===== src/rtl/mips_mc_pkg.sv =====
// Shared encodings for the multicycle MIPS-Lite core: opcodes, functs, FSM states,
// halt causes and ALU operations.
package mips_mc_pkg;

  localparam logic [5:0] OP_RTYPE = 6'h00;
  localparam logic [5:0] OP_J     = 6'h02;
  localparam logic [5:0] OP_JAL   = 6'h03;
  localparam logic [5:0] OP_BEQ   = 6'h04;
  localparam logic [5:0] OP_BNE   = 6'h05;
  localparam logic [5:0] OP_ADDIU = 6'h09;
  localparam logic [5:0] OP_ORI   = 6'h0D;
  localparam logic [5:0] OP_LUI   = 6'h0F;
  localparam logic [5:0] OP_LW    = 6'h23;
  localparam logic [5:0] OP_SW    = 6'h2B;

  localparam logic [5:0] FN_JR   = 6'h08;
  localparam logic [5:0] FN_ADDU = 6'h21;
  localparam logic [5:0] FN_SUBU = 6'h23;
  localparam logic [5:0] FN_SLT  = 6'h2A;

  typedef enum logic [2:0] {
    ST_FETCH,
    ST_DECODE,
    ST_EXEC,
    ST_MEM,
    ST_WB,
    ST_HALT
  } state_e;

  localparam logic [1:0] CAUSE_NONE    = 2'b00;
  localparam logic [1:0] CAUSE_ILLEGAL = 2'b01;
  localparam logic [1:0] CAUSE_ALIGN   = 2'b10;
  localparam logic [1:0] CAUSE_TIMEOUT = 2'b11;

  typedef enum logic [2:0] {
    ALU_ADD,
    ALU_SUB,
    ALU_OR,
    ALU_SLT,
    ALU_LUI
  } alu_op_e;

  function automatic logic is_legal(input logic [5:0] op, input logic [5:0] fn);
    logic ok;
    case (op)
      OP_RTYPE: ok = (fn == FN_ADDU) || (fn == FN_SUBU) || (fn == FN_SLT) || (fn == FN_JR);
      OP_J, OP_JAL, OP_BEQ, OP_BNE, OP_ADDIU, OP_ORI, OP_LUI, OP_LW, OP_SW: ok = 1'b1;
      default: ok = 1'b0;
    endcase
    return ok;
  endfunction

endpackage


===== src/rtl/mips_mc_alu.sv =====
// Combinational ALU for the multicycle core: add, sub, or, signed slt, lui, plus zero flag.
module mips_mc_alu
  import mips_mc_pkg::*;
(
  input  alu_op_e     op_i,
  input  logic [31:0] a_i,
  input  logic [31:0] b_i,
  output logic [31:0] y_o,
  output logic        zero_o
);

  always_comb begin
    y_o = '0;
    case (op_i)
      ALU_ADD: y_o = a_i + b_i;
      ALU_SUB: y_o = a_i - b_i;
      ALU_OR:  y_o = a_i | b_i;
      ALU_SLT: y_o = ($signed(a_i) < $signed(b_i)) ? 32'd1 : 32'd0;
      ALU_LUI: y_o = {b_i[15:0], 16'h0000};
      default: y_o = '0;
    endcase
  end

  assign zero_o = (y_o == 32'd0);

endmodule


===== src/rtl/mips_mc_core.sv =====
// Multicycle MIPS-Lite core with one shared req/ack memory port, memory watchdog and sticky halt.
//  state  | meaning
//  FETCH  | request instruction at PC; on ack load IR, PC <= PC+4
//  DECODE | A/B <= rs/rt, ALUOut <= branch target, trap illegal instructions
//  EXEC   | ALU op, branch/jump resolution, load/store address + alignment check
//  MEM    | data access at ALUOut
//  WB     | write ALU result or MDR into the GPR file
//  HALT   | stopped until rst; halt_cause holds the reason
module mips_mc_core
  import mips_mc_pkg::*;
#(
  parameter logic [31:0] RESET_PC    = 32'h0000_3000,
  parameter int unsigned MEM_TIMEOUT = 256
) (
  input  logic        clk,
  input  logic        rst,
  output logic        mem_req,
  output logic        mem_we,
  output logic [31:0] mem_addr,
  output logic [31:0] mem_wdata,
  input  logic [31:0] mem_rdata,
  input  logic        mem_ack,
  output logic        halted,
  output logic [1:0]  halt_cause,
  output logic [31:0] pc_dbg
);

  localparam logic [31:0] WD_LIMIT = MEM_TIMEOUT - 32'd1;
  localparam bit          WD_EN    = (MEM_TIMEOUT != 32'd0);

  state_e      state_q, state_d;
  logic [31:0] pc_q, pc_d, ir_q, ir_d, a_q, a_d, b_q, b_d;
  logic [31:0] alu_out_q, alu_out_d, mdr_q, mdr_d, wd_q, wd_d;
  logic [1:0]  cause_q, cause_d;
  logic [31:0] gpr_q [32];

  logic [5:0]  opcode, funct;
  logic [4:0]  rs, rt, rd;
  logic [15:0] imm;
  logic [31:0] imm_sext, imm_zext, rs_val, rt_val, jump_pc;

  assign opcode   = ir_q[31:26];
  assign rs       = ir_q[25:21];
  assign rt       = ir_q[20:16];
  assign rd       = ir_q[15:11];
  assign funct    = ir_q[5:0];
  assign imm      = ir_q[15:0];
  assign imm_sext = {{16{imm[15]}}, imm};
  assign imm_zext = {16'h0000, imm};
  assign rs_val   = (rs == 5'd0) ? 32'd0 : gpr_q[rs];
  assign rt_val   = (rt == 5'd0) ? 32'd0 : gpr_q[rt];
  assign jump_pc  = {pc_q[31:28], ir_q[25:0], 2'b00};

  alu_op_e     alu_op;
  logic [31:0] alu_b, alu_y;
  logic        alu_zero;

  always_comb begin
    alu_op = ALU_ADD;
    alu_b  = imm_sext;
    case (opcode)
      OP_RTYPE: begin
        alu_b = b_q;
        if (funct == FN_SUBU)     alu_op = ALU_SUB;
        else if (funct == FN_SLT) alu_op = ALU_SLT;
      end
      OP_BEQ, OP_BNE: begin
        alu_op = ALU_SUB;
        alu_b  = b_q;
      end
      OP_ORI: begin
        alu_op = ALU_OR;
        alu_b  = imm_zext;
      end
      OP_LUI: begin
        alu_op = ALU_LUI;
        alu_b  = imm_zext;
      end
      default: ;
    endcase
  end

  mips_mc_alu u_alu (
    .op_i   (alu_op),
    .a_i    (a_q),
    .b_i    (alu_b),
    .y_o    (alu_y),
    .zero_o (alu_zero)
  );

  logic mem_done, wd_hit;
  assign mem_done = mem_req && mem_ack;
  // Ack beats the watchdog when both land in the same cycle.
  assign wd_hit   = WD_EN && (wd_q == WD_LIMIT) && !mem_done;

  always_ff @(posedge clk) begin
    if (rst) state_q <= ST_FETCH;
    else     state_q <= state_d;
  end

  always_comb begin
    state_d = state_q;
    cause_d = cause_q;
    case (state_q)
      ST_FETCH: begin
        if (mem_done) state_d = ST_DECODE;
        else if (wd_hit) begin
          state_d = ST_HALT;
          cause_d = CAUSE_TIMEOUT;
        end
      end
      ST_DECODE: begin
        if (!is_legal(opcode, funct)) begin
          state_d = ST_HALT;
          cause_d = CAUSE_ILLEGAL;
        end else begin
          state_d = ST_EXEC;
        end
      end
      ST_EXEC: begin
        case (opcode)
          OP_RTYPE: state_d = (funct == FN_JR) ? ST_FETCH : ST_WB;
          OP_J, OP_JAL, OP_BEQ, OP_BNE: state_d = ST_FETCH;
          OP_LW, OP_SW: begin
            if (alu_y[1:0] != 2'b00) begin
              state_d = ST_HALT;
              cause_d = CAUSE_ALIGN;
            end else begin
              state_d = ST_MEM;
            end
          end
          default: state_d = ST_WB;
        endcase
      end
      ST_MEM: begin
        if (mem_done) state_d = (opcode == OP_SW) ? ST_FETCH : ST_WB;
        else if (wd_hit) begin
          state_d = ST_HALT;
          cause_d = CAUSE_TIMEOUT;
        end
      end
      ST_WB:   state_d = ST_FETCH;
      ST_HALT: state_d = ST_HALT;
      default: state_d = ST_FETCH;
    endcase
  end

  always_comb begin
    mem_req  = 1'b0;
    mem_we   = 1'b0;
    mem_addr = pc_q;
    case (state_q)
      ST_FETCH: mem_req = !rst;
      ST_MEM: begin
        mem_req  = !rst;
        mem_we   = !rst && (opcode == OP_SW);
        mem_addr = alu_out_q;
      end
      default: ;
    endcase
  end

  assign mem_wdata  = b_q;
  assign halted     = (state_q == ST_HALT);
  assign halt_cause = cause_q;
  assign pc_dbg     = pc_q;

  logic        rf_we;
  logic [4:0]  rf_waddr;
  logic [31:0] rf_wdata;

  always_comb begin
    pc_d      = pc_q;
    ir_d      = ir_q;
    a_d       = a_q;
    b_d       = b_q;
    alu_out_d = alu_out_q;
    mdr_d     = mdr_q;
    wd_d      = '0;
    rf_we     = 1'b0;
    rf_waddr  = rt;
    rf_wdata  = alu_out_q;
    case (state_q)
      ST_FETCH: begin
        if (mem_done) begin
          ir_d = mem_rdata;
          pc_d = pc_q + 32'd4;
        end else begin
          wd_d = wd_q + 32'd1;
        end
      end
      ST_DECODE: begin
        a_d       = rs_val;
        b_d       = rt_val;
        alu_out_d = pc_q + {imm_sext[29:0], 2'b00};
      end
      ST_EXEC: begin
        case (opcode)
          OP_BEQ: if (alu_zero) pc_d = alu_out_q;
          OP_BNE: if (!alu_zero) pc_d = alu_out_q;
          OP_J:   pc_d = jump_pc;
          OP_JAL: begin
            pc_d     = jump_pc;
            rf_we    = 1'b1;
            rf_waddr = 5'd31;
            rf_wdata = pc_q;
          end
          OP_RTYPE: begin
            if (funct == FN_JR) pc_d = a_q;
            else                alu_out_d = alu_y;
          end
          default: alu_out_d = alu_y;
        endcase
      end
      ST_MEM: begin
        if (mem_done) begin
          if (opcode == OP_LW) mdr_d = mem_rdata;
        end else begin
          wd_d = wd_q + 32'd1;
        end
      end
      ST_WB: begin
        rf_we = 1'b1;
        if (opcode == OP_RTYPE)  rf_waddr = rd;
        else if (opcode == OP_LW) rf_wdata = mdr_q;
      end
      default: ;
    endcase
  end

  always_ff @(posedge clk) begin
    if (rst) begin
      pc_q      <= RESET_PC;
      ir_q      <= '0;
      a_q       <= '0;
      b_q       <= '0;
      alu_out_q <= '0;
      mdr_q     <= '0;
      wd_q      <= '0;
      cause_q   <= CAUSE_NONE;
      for (int i = 0; i < 32; i++) gpr_q[i] <= '0;
    end else begin
      pc_q      <= pc_d;
      ir_q      <= ir_d;
      a_q       <= a_d;
      b_q       <= b_d;
      alu_out_q <= alu_out_d;
      mdr_q     <= mdr_d;
      wd_q      <= wd_d;
      cause_q   <= cause_d;
      if (rf_we && (rf_waddr != 5'd0)) gpr_q[rf_waddr] <= rf_wdata;
    end
  end

endmodule


===== config.mk =====
export PLATFORM = sky130hd
export DESIGN_NAME = mips_mc_core
export DESIGN_NICKNAME = d
export VERILOG_FILES = /design/src/rtl/mips_mc_pkg.sv /design/src/rtl/mips_mc_alu.sv /design/src/rtl/mips_mc_core.sv
export SDC_FILE = /design/constraint.sdc
export NUM_CORES = 2
export LEC_CHECK = 0
export BUFFER_PORTS_ARGS = -buffer_cell sky130_fd_sc_hd__buf_2
export CAP_MARGIN = 20
export CORE_MARGIN = 10
export CORE_UTILIZATION = 44
export DETAILED_ROUTE_END_ITERATION = 10
export GPL_TIMING_DRIVEN = 0
export PLACE_DENSITY = 0.64
export SLEW_MARGIN = 20
export SYNTH_ARGS = -nofsm -noshare
export SYNTH_HDL_FRONTEND = slang
export SYNTH_HIERARCHICAL = 1
export SYNTH_SLANG_ARGS = --single-unit

===== constraint.sdc =====
create_clock -name clk -period 5.9 [get_ports clk]
set_input_delay 0.59 -clock clk [delete_from_list [all_inputs] [get_ports clk]]
set_output_delay 0.59 -clock clk [all_outputs]
set_load 0.01 [all_outputs]

==> impl_metrics.env <==
export IMPL_status="finished with violations"
export IMPL_violations="negative setup slack"
export IMPL_hold_start="mem_rdata[27]"
export IMPL_core_area_mm2=0.157
export IMPL_final_max_slew_viol_count=0
export IMPL_cts_buffers_inserted=141
export IMPL_synth_top_family_by_area="multiplexers"
export IMPL_yosys_area_top_type="edfxtp_1"
export IMPL_cpMaxStageDelayCell="or4_4"
export IMPL_fillCellCount=13600
export IMPL_drive_gt1_share_pct=26.1
export IMPL_yosys_area_share_xor_xnor_pct=1.01
export IMPL_crit_fanout=8
export IMPL_port_buffers=134
export IMPL_hold_end="mdr_q[27]$_SDFFE_PP0P_"
export IMPL_synth_top_cell_area_share_pct=44.2
export IMPL_synth_fa_ha_area_share_pct=2.37
export IMPL_maxCapViolations=0
export IMPL_place_gp_congestion=1.05
export IMPL_regToRegSetupSlack_ns=-0.67
export IMPL_drc=0
export IMPL_min_period_ns=6.57
export IMPL_p_leak_nw=26.8
export IMPL_final_cells=8303
export IMPL_path_class="reg2reg"
export IMPL_finalSetupTns_ns=-19.03
export IMPL_yosys_cell_types_count=105
export IMPL_ant_nets=0
export IMPL_synthCells=5704
export IMPL_final_common_cell="nor2_1"
export IMPL_synthToLayoutAreaGrowth_pct=16.0
export IMPL_hold_viol_final=0
export IMPL_first_global_vias=53800
export IMPL_cts_clk_slew_worst_paths_ns=0.06
export IMPL_yosys_warnings=6
export IMPL_row_count=145
export IMPL_start_util_pct=44.4
export IMPL_r2r_start="ir_q[31]$_SDFFE_PP0P_"
export IMPL_pwr_density_cell_mw_per_mm2=302
export IMPL_critPathLaunchType="flop"
export IMPL_synthSimpleGateAreaFrac_pct=11.9
export IMPL_cts_tree="built"
export IMPL_track_usage_pct=33.6
export IMPL_htreeDepth=4
export IMPL_dr_pass1_iters=8
export IMPL_dp_cells=7964
export IMPL_critPathRequiredTime_ns=6.55
export IMPL_slew_headroom_pct=10.0
export IMPL_synth_seq_area_share_pct=51.1
export IMPL_worstMarginPinSlew_ns=1.35
export IMPL_ys_ff_latch=1263
export IMPL_fin_ws_ns=-0.667
export IMPL_skew_ns=0.0422
export IMPL_hp_class="in2reg"
export IMPL_dieArea_mm2=0.174
export IMPL_clockBufferDepth=3
export IMPL_crit_buf_inv=7
export IMPL_max_clock_freq_mhz=152
export IMPL_wl_per_cell_um=36.3
export IMPL_reg2regPathDepth=28
export IMPL_slowest_delay_ns=0.59
export IMPL_critical_path_top_delay_family="compound AO/OA/AOI/OAI gates"
export IMPL_synth_mux_area_share_pct=21.9
export IMPL_die_w_um=418
export IMPL_io_pins=136
export IMPL_antenna_found_initial=11
export IMPL_setup_viol=32
export IMPL_min_period_over_period_pct=111
export IMPL_die_h_um=418
export IMPL_vias=55100
export IMPL_synthFlopType="edfxtp_1"
export IMPL_nets=6287
export IMPL_wl_mm=302
export IMPL_multi_input_area_mm2=0.0328
export IMPL_hpwl_mm=230
export IMPL_whs_path_depth=3
export IMPL_synth_area_leaders="edfxtp_1 (44%), mux4_2 (20%), dfxtp_1 (6.9%), nor2_1 (6.5%), nand2_1 (2.6%)"
export IMPL_r2r_end="pc_dbg[26]$_SDFFE_PP0P_"
export IMPL_ir_drop_mv=0.364
export IMPL_endpoint_kind="flop"
export IMPL_vias_per_cell=6.64
export IMPL_regArea_mm2=0.0356
export IMPL_worstPathArrival_ns=7.21
export IMPL_syn_area_mm2=0.0695
export IMPL_drtIter0Drc=8661
export IMPL_p_total_mw=24.4
export IMPL_cp_depth=28
export IMPL_synth_async_reset_ratio_pct=0
export IMPL_rsz0062_at_grt="true"
export IMPL_synth_avg_cell_area_um2=12.2
export IMPL_cts_sinks=1263
export IMPL_grt_pass1_wl_mm=410
export IMPL_worstSkewPairLatency_ns=0.81
export IMPL_gr_total_overflow=0
export IMPL_cts_root_buf="clkbuf_16"
export IMPL_grt_max_degree=24
export IMPL_synth_edff_count=1024
export IMPL_layout_common_cells="nor2_1 (1,191), edfxtp_1 (1,024), mux4_2 (615)"
export IMPL_cts_hold_buf=0
export IMPL_synth_compound_area_share_pct=7.98
## layout make-up
| cell class | instances | area share [%] |
|---|---|---|
| Timing Repair Buffer | 258 | 2.93 |
| Clock buffer | 187 | 4.80 |
| Clock inverter | 71 | 0.901 |
| Buffer | 497 | 2.85 |
| Tap cell | 2058 | 3.19 |
| Antenna cell | 8 | 0.0248 |
| Multi-Input combinational cell | 3842 | 40.7 |
| Inverter | 119 | 0.569 |
| Sequential cell | 1263 | 44.1 |
## synth_stat cells (all sizes together) (34+ instances only)
library cell	count
a211oi	41
a21o	41
a21oi	281
buf	149
clkbuf	362
dfxtp	239
edfxtp	1024
ha	127
inv	117
mux2	82
mux2i	48
mux4	615
nand2	484
nand3	50
nor2	1208
nor3	51
nor4	34
o21ai	179
o22ai	39
o31ai	44
xnor2	44
xor2	36
## sequential cells by signal (all words and copies together) (netlist names), named ones only
signal      count
wd_q           32
gpr_q        1024
alu_out_q      32
mdr_q          32
mem_wdata      32
a_q            32
halt_cause      2
state_q         3
pc_dbg         32
ir_q           32
## worst reg2reg max path, delay by kind of cell (launching register included)
kind,cells,cell delay (ns)
DFF,1,0.34
buffers and inverters,7,1.12
and+or+nand+nor,8,1.97
adders and majority gates,1,0.25
AOI/OAI and AO/OA,12,2.76
## metrics by stage
stage,cell area [um2],hold WS (ns),setup WS (ns),utilization [%]
CTS,80200,0.0735,-0.576,51.2
finish,80700,0.0909,-0.667,51.5
global route,80600,0.0989,-0.728,51.5
floorplan,69700,0.418,0.0242,-
global placement,72900,0.430,-2.84,46.6
detailed placement,74000,0.443,-2.81,47.3
## what timing repair did
item,CTS,global route
resized for setup,254,71
setup endpoints to repair,53,32
pin swaps,57,26
cloned,5,0
setup buffers,56,21
## how the worst max path moves through the flow
stage | start | to | slack (ns)
floorplan | ir_q[31]$_SDFFE_PP0P_ | pc_dbg[2]$_SDFFE_PP0P_ | 0.02
global placement | ir_q[27]$_SDFFE_PP0P_ | pc_dbg[1]$_SDFFE_PP0P_ | -2.84
detailed placement | ir_q[27]$_SDFFE_PP0P_ | pc_dbg[1]$_SDFFE_PP0P_ | -2.81
CTS | ir_q[31]$_SDFFE_PP0P_ | pc_dbg[2]$_SDFFE_PP0P_ | -0.58
global route | ir_q[31]$_SDFFE_PP0P_ | pc_dbg[22]$_SDFFE_PP0P_ | -0.73
finish | ir_q[31]$_SDFFE_PP0P_ | pc_dbg[26]$_SDFFE_PP0P_ | -0.67
## power by group
group / internal (mW) / total, mW / switching, mW / leakage [nW]
registers: 9.93 / 10.2 / 0.308 / 12.5
logic: 1.85 / 5.19 / 3.34 / 12.0
clock network: 4.99 / 8.94 / 3.95 / 2.27
total: 16.8 / 24.4 / 7.60 / 26.8
## cells by family (layout without fill, tap and decap cells)
logic type,after synthesis,in the layout
multiplexers,745,745
adder cells (fa/ha/maj),130,130
XOR/XNOR,80,80
buffers and inverters,630,1132
AO/OA/AOI/OAI,862,862
flip-flops,1263,1263
AND/OR/NAND/NOR,1993,1993
other,1,40
## metal layers
| metal | up-vias | wire length [um] | global-route usage [%] |
|---|---|---|---|
| met1 | 27700 | 101000 | 39.4 |
| li1 | 22300 | - | - |
| met3 | 1040 | 35900 | 9.64 |
| met4 | 16 | 29100 | 25.8 |
| met5 | - | 226 | 0 |
| met2 | 4082 | 136000 | 52.1 |
(Power assumes the default switching activity.)
